`src/rtl/rx_parity_engine.sv`:
```
// -----------------------------------------------------------------------------
// rx_parity_engine
//
// Receive-side parity engine for the UART Rx path. It assembles DATA_WIDTH
// serial bits LSB-first from the bit-sample strobe and accumulates parity as
// the bits arrive. It then checks the trailing parity bit against the parity
// mode that was latched at frame start. The assembled word is reported with a
// one-cycle valid pulse, a coincident error pulse and a sticky error flag.
//
// Optional feature macro: RX_PARITY_ERR_COUNTER_EN
//   When defined, adds the err_count port and a saturating mismatch counter.
//   The counter is cleared by clear_err and by reset.
//
// Parameters
//   DATA_WIDTH        data bits per frame, legal 5..9
//   CNT_WIDTH         width of the parity error counter
//
// Ports
//   clk               single clock, all logic on the rising edge
//   reset             synchronous, active-low reset
//   parity_mode[2:0]  000 none, 001 even, 010 odd, 011 mark, 100 space,
//                     other codes are treated as none
//   frame_start       one-cycle pulse at start-bit detection
//   bit_valid         one-cycle strobe, serial_in_synced is a valid sample
//   serial_in_synced  synchronised Rx line
//   frame_abort       drop the current frame (framing/break seen upstream)
//   clear_err         clears parity_err_sticky (and err_count)
//   data_out          last assembled word, LSB = first received bit
//   data_valid        one-cycle pulse, data_out/rx_error are valid
//   rx_error          one-cycle pulse with data_valid on a parity mismatch
//   parity_err_sticky set on any mismatch, held until clear_err
//   busy              high while a frame is being received (DATA/PARITY)
//   err_count         saturating mismatch count (macro builds only)
// -----------------------------------------------------------------------------
module rx_parity_engine #(
    parameter int DATA_WIDTH = 8,
    parameter int CNT_WIDTH  = 8
) (
    input  logic                  clk,
    input  logic                  reset,
    input  logic [2:0]            parity_mode,
    input  logic                  frame_start,
    input  logic                  bit_valid,
    input  logic                  serial_in_synced,
    input  logic                  frame_abort,
    input  logic                  clear_err,
    output logic [DATA_WIDTH-1:0] data_out,
    output logic                  data_valid,
    output logic                  rx_error,
    output logic                  parity_err_sticky,
    output logic                  busy
`ifdef RX_PARITY_ERR_COUNTER_EN
    ,
    output logic [CNT_WIDTH-1:0]  err_count
`endif
);

    // Bit counter only has to reach DATA_WIDTH-1 before the frame moves on.
    localparam int BCW = $clog2(DATA_WIDTH + 1);
    localparam logic [BCW-1:0] LAST_BIT = BCW'(DATA_WIDTH - 1);

    typedef enum logic [1:0] {
        ST_IDLE   = 2'd0,
        ST_DATA   = 2'd1,
        ST_PARITY = 2'd2
    } state_e;

    typedef enum logic [2:0] {
        MODE_NONE  = 3'b000,
        MODE_EVEN  = 3'b001,
        MODE_ODD   = 3'b010,
        MODE_MARK  = 3'b011,
        MODE_SPACE = 3'b100
    } mode_e;

    // Unused encodings collapse to NONE at latch time, so the rest of the
    // datapath only ever sees the five legal modes.
    function automatic mode_e decode_mode(input logic [2:0] m);
        case (m)
            3'b001:  return MODE_EVEN;
            3'b010:  return MODE_ODD;
            3'b011:  return MODE_MARK;
            3'b100:  return MODE_SPACE;
            default: return MODE_NONE;
        endcase
    endfunction

    // CNT_WIDTH is only consumed by the optional counter; this keeps the
    // legality rule for both parameters visible in every build.
    generate
        if (DATA_WIDTH < 5 || DATA_WIDTH > 9 || CNT_WIDTH < 1) begin : g_illegal_params
        end
    endgenerate

    state_e                  state_q, state_d;
    mode_e                   mode_q, mode_d;
    logic [DATA_WIDTH-1:0]   shift_q, shift_d;
    logic [BCW-1:0]          bit_cnt_q, bit_cnt_d;
    logic                    par_q, par_d;
    logic [DATA_WIDTH-1:0]   data_q, data_d;
    logic                    valid_q, valid_d;
    logic                    rxerr_q, rxerr_d;
    logic                    sticky_q, sticky_d;
    logic                    exp_par;
    logic                    mismatch;

    // Parity bit the transmitter should have sent for the latched mode.
    always_comb begin
        case (mode_q)
            MODE_EVEN: exp_par = par_q;
            MODE_ODD:  exp_par = ~par_q;
            MODE_MARK: exp_par = 1'b1;
            default:   exp_par = 1'b0;
        endcase
    end

    always_comb begin
        state_d   = state_q;
        mode_d    = mode_q;
        shift_d   = shift_q;
        bit_cnt_d = bit_cnt_q;
        par_d     = par_q;
        data_d    = data_q;
        valid_d   = 1'b0;
        rxerr_d   = 1'b0;
        mismatch  = 1'b0;
        // clear_err is applied first so that a mismatch in the same cycle
        // still leaves the flag set.
        sticky_d  = clear_err ? 1'b0 : sticky_q;

        // frame_start outranks abort and any coincident sample, in every state.
        if (frame_start) begin
            state_d   = ST_DATA;
            mode_d    = decode_mode(parity_mode);
            shift_d   = '0;
            bit_cnt_d = '0;
            par_d     = 1'b0;
        end else begin
            case (state_q)
                ST_IDLE: begin
                    // Strobes and aborts outside a frame are ignored.
                end

                ST_DATA: begin
                    if (frame_abort) begin
                        state_d = ST_IDLE;
                    end else if (bit_valid) begin
                        // Shift right, new bit enters at the MSB so the first
                        // received bit ends up at bit 0.
                        shift_d   = {serial_in_synced, shift_q[DATA_WIDTH-1:1]};
                        par_d     = par_q ^ serial_in_synced;
                        bit_cnt_d = bit_cnt_q + BCW'(1);
                        if (bit_cnt_q == LAST_BIT) begin
                            if (mode_q == MODE_NONE) begin
                                state_d = ST_IDLE;
                                data_d  = shift_d;
                                valid_d = 1'b1;
                            end else begin
                                state_d = ST_PARITY;
                            end
                        end
                    end
                end

                ST_PARITY: begin
                    if (frame_abort) begin
                        state_d = ST_IDLE;
                    end else if (bit_valid) begin
                        mismatch = serial_in_synced ^ exp_par;
                        data_d   = shift_q;
                        valid_d  = 1'b1;
                        rxerr_d  = mismatch;
                        if (mismatch) begin
                            sticky_d = 1'b1;
                        end
                        state_d = ST_IDLE;
                    end
                end

                default: begin
                    state_d = ST_IDLE;
                end
            endcase
        end
    end

    always_ff @(posedge clk) begin
        if (!reset) begin
            state_q   <= ST_IDLE;
            mode_q    <= MODE_NONE;
            shift_q   <= '0;
            bit_cnt_q <= '0;
            par_q     <= 1'b0;
            data_q    <= '0;
            valid_q   <= 1'b0;
            rxerr_q   <= 1'b0;
            sticky_q  <= 1'b0;
        end else begin
            state_q   <= state_d;
            mode_q    <= mode_d;
            shift_q   <= shift_d;
            bit_cnt_q <= bit_cnt_d;
            par_q     <= par_d;
            data_q    <= data_d;
            valid_q   <= valid_d;
            rxerr_q   <= rxerr_d;
            sticky_q  <= sticky_d;
        end
    end

`ifdef RX_PARITY_ERR_COUNTER_EN
    logic [CNT_WIDTH-1:0] err_cnt_q, err_cnt_d, err_cnt_base;

    // Clear first, then count, so clear_err plus a mismatch yields 1.
    always_comb begin
        err_cnt_base = clear_err ? '0 : err_cnt_q;
        err_cnt_d    = err_cnt_base;
        if (mismatch && (err_cnt_base != {CNT_WIDTH{1'b1}})) begin
            err_cnt_d = err_cnt_base + CNT_WIDTH'(1);
        end
    end

    always_ff @(posedge clk) begin
        if (!reset) begin
            err_cnt_q <= '0;
        end else begin
            err_cnt_q <= err_cnt_d;
        end
    end

    assign err_count = err_cnt_q;
`endif

    assign data_out          = data_q;
    assign data_valid        = valid_q;
    assign rx_error          = rxerr_q;
    assign parity_err_sticky = sticky_q;
    assign busy              = (state_q != ST_IDLE);

endmodule
```
`config.mk`:
```
export PLATFORM = sky130hd
export DESIGN_NAME = rx_parity_engine
export DESIGN_NICKNAME = d
export VERILOG_FILES = /design/src/rtl/rx_parity_engine.sv
export SDC_FILE = /design/constraint.sdc
export NUM_CORES = 1
export LEC_CHECK = 0
export CORE_AREA = 2 2 54 68
export DETAILED_ROUTE_END_ITERATION = 10
export DIE_AREA = 0 0 56 70
export PLACE_DENSITY_LB_ADDON = 0.3
export RECOVER_POWER = 100
export SYNTH_ARGS = -nofsm -noshare
export SYNTH_HDL_FRONTEND = slang
export SYNTH_SLANG_ARGS = --single-unit
```
`constraint.sdc`:
```
create_clock -name clk -period 1.6 [get_ports clk]
set_input_delay 0.16 -clock clk [delete_from_list [all_inputs] [get_ports clk]]
set_output_delay 0.16 -clock clk [all_outputs]
set_load 0.02 [all_outputs]
```
==> flow_summary.toml <==
[clock_network]
cts_made_buffers = 5
clockRootBuffer = "clkbuf_8"
clk_pin_slew_worst_paths_ps = 60
cts_hold_buf = 0
ctsHtreeMaxLevel = 2
clkSinkCount = 29
cts_tree = "built"
insertion_delay_ps = 270
cts.path.max_buffers = 2

[timing]
drv_slew = 0
clock_skew_ps = 4.06
timing.fmax_mhz = 673
min_period_over_period_pct = 92.9
setup_viol = 0
tns_ps = 0
grt_setup_unrepaired = "yes"
period_needed_ps = 1490
timing_worst_slew_pin_value_ps = 351
slew_headroom_pct = 76.2
hold_viol_final = 0

[place]
place_area_um2 = 1750
hpwl_um = 2410
port_buffers = 21
place_congestion = 0.778
place_inst = 217

[synth]
synth-seq-cells = 29
syn_area_um2 = 1420
yosysUniqueCellTypes = 38
yosys.area.top_type = "dfxtp_1"
yosysTopAreaCellShare_pct = 40.8
syn_area_per_cell_um2 = 9.48
synthCells = 150
synth_nets = 164
synthTopCellsByArea = "dfxtp_1 41%, mux2i_1 6.3%, nand2b_1 5.3%, a32oi_1 4.9%, o311ai_0 4.9%"
ys_seq_area_share_pct = 40.8
yosysWarnings = 0

[power]
p_sw_mw = 0.343
p_per_area_nw_per_um2 = 815
pwr-share-seq_pct = 49.3
p_int_mw = 1.15
netSwitchingFraction_pct = 23.0
leakagePower_nw = 0.753
power_frac_comb_pct = 11.2
power_frac_clock_pct = 39.6
ir_drop_v = 0.000612

[critical_path]
r2r-end = "data_out[7]$_SDFFE_PN0P_"
critPathCaptureType = "flip-flop"
reg2reg_slack_ps = 120
arrival_ps = 1690
cp_data_required_time_ps = 1800
criticalPathCategory = "in -> reg"
r2r_start = "state_q[0]$_SDFFE_PN0P_"
reg2regPathDepth = 5
start_kind = "input pin"
cp_max_fo = 3

[routing]
drt_first_iter_violations = 41
wl_per_cell_um = 13.9
totalWireLength_um = 3120
ant_nets = 0
drtPass1Iterations = 4
drc = 0
post_drt_via_cell_ratio = 5.47
vias = 1225

[hold_path]
holdPathEnd = "parity_err_sticky$_SDFF_PN0_"
hold_start = "clear_err"
hold_path_class = "in -> reg"
hold-path-cell-count = 2

[layout]
nets = 199
num-fill-cells = 336
multi_input_comb_area_um2 = 769
stdcell_area_um2 = 1830
finalNonFillerCells = 224
diodes = 0
final-seq-area_um2 = 581
syn_to_final_growth_pct = 28.5
drive_above_1_share_pct = 13.0

[global_route]
grt_max_degree = 18
grt-ovfl-total = 0
grt_pass1_vias = 1255
grt_pass1_wl_um = 5370
track_usage_pct = 17.4
antenna_found_initial = 0

[run]
cap_violations = 0

[run_status]
outcome = "complete, no violations"

[floorplan]
row_count = 24
core-area_um2 = 3360
die_h_um = 70
die_w_um = 56
io_pins = 22
start_util_pct = 42.3
dieArea_um2 = 3920
[placed cells by master (no fill, tap or decap), types with 5 or more instances in the layout]
cell,Yosys,final
mux2i_1,9,9
clkdlybuf4s50_1,0,8
clkbuf_8,0,6
inv_1,5,5
a32oi_1,8,8
a21oi_1,12,12
buf_4,0,13
o311ai_1,0,6
dfxtp_1,29,29
nor2_1,14,14
nand2b_1,12,12
dlygate4sd3_1,0,12
nand2_1,8,8
[metrics by stage]
stage | setup WS, ps | hold WS [ps] | util, % | total power [mW]
floorplan | 110 | 281 | - | 0.838
detailed placement | -76.1 | 493 | 52.2 | 0.916
global placement | -42.6 | 464 | 52.2 | 0.913
CTS | 18.1 | 486 | 54.7 | 1.51
global route | -4.01 | 502 | 54.3 | 1.55
finish | 114 | 491 | 54.3 | 1.49
[worst max-delay path, cell delays in order]
cell,delay [ps]
dlygate4sd3_1,620
and4bb_1,320
or4b_1,470
o211ai_1,110
[cell type report]
class / count / share of cell area, %
Sequential cell: 29 / 31.8
Clock buffer: 7 / 4.73
Tap cell: 39 / 2.67
Timing Repair Buffer: 37 / 17.7
Inverter: 5 / 1.03
Multi-Input combinational cell: 107 / 42.1
[metal layers]
metal | track usage, % | part of all wire [%] | vias up
li1 | - | - | 619
met1 | 18.8 | 43 | 576
met4 | 10.3 | 3.0 | 0
met5 | 0 | 0 | -
met3 | 4.63 | 3.1 | 9
met2 | 30.1 | 51 | 21
[sequential cells by signal, indices dropped and copies added (netlist names)]
name and cells:
parity_err_sticky 1, data_out 8, par_q 1, shift_q 8, bit_cnt_q 4, rx_error 1, data_valid 1, state_q 2
mode_q 3
[repair_timing]
item                                    in CTS  in global routing
endpoints found under the setup margin       2                 10
cloned                                       0                  0
resized for setup                            3                  5
buffers inserted                             0                  0
[worst max path at each step]
stage | from | to | slack [ps] | depth (start not counted)
after floorplan | state_q[0]$_SDFFE_PN0P_ | data_out[7]$_SDFFE_PN0P_ | 110 | 6
after global placement | frame_abort | parity_err_sticky$_SDFF_PN0_ | -40 | 4
after detailed placement | frame_abort | data_out[7]$_SDFFE_PN0P_ | -80 | 5
after CTS | state_q[0]$_SDFFE_PN0P_ | data_out[5]$_SDFFE_PN0P_ | 20 | 5
after global routing | state_q[1]$_SDFFE_PP0P_ | data_out[7]$_SDFFE_PN0P_ | -4 | 6
final | frame_start | parity_err_sticky$_SDFF_PN0_ | 110 | 4
[synth_stat cells]
cell	n
nand3_1	1
clkbuf_1	3
dfxtp_1	29
and2b_1	2
o211ai_2	1
nand4_4	1
inv_1	5
xor2_1	3
or3_1	1
buf_6	1
buf_2	4
or4b_4	1
and2_1	1
nand2b_1	12
nor4_1	1
nor2_1	14
o21ai_0	2
mux2i_1	9
a21oi_1	12
nand3b_1	1
o2111ai_1	1
o221a_1	1
nand2_1	8
nor2b_1	4
o32ai_1	1
and4bb_1	1
a32oi_1	8
mux2_1	1
nor3b_4	1
or2_0	1
o311ai_0	8
buf_1	1
nand4b_1	2
ha_1	4
and3b_1	1
a21o_1	1
nor3_1	1
a31oi_1	1
[power by group through the flow]
stage | registers, mW | clock network (mW) | logic [mW]
6_report | 0.733 | 0.589 | 0.166
5_1_grt | 0.734 | 0.639 | 0.182
4_1_cts | 0.733 | 0.610 | 0.167
3_5_place_dp | 0.749 | 0 | 0.167
3_3_place_gp | 0.749 | 0 | 0.165
2_1_floorplan | 0.749 | 0 | 0.0895
[kinds of logic (layout without fill, tap and decap cells)]
| logic type | Yosys count | in the layout | synth area share (%) |
|---|---|---|---|
| XOR/XNOR | 3 | 3 | 1.85 |
| AND/OR/NAND/NOR | 54 | 54 | 23.4 |
| AO/OA/AOI/OAI | 36 | 36 | 18.7 |
| buffers and inverters | 14 | 49 | 4.58 |
| adder cells (fa/ha/maj) | 4 | 4 | 3.52 |
| multiplexers | 10 | 10 | 7.13 |
| flip-flops | 29 | 29 | 40.8 |
Power figures use the tool's default switching activity.
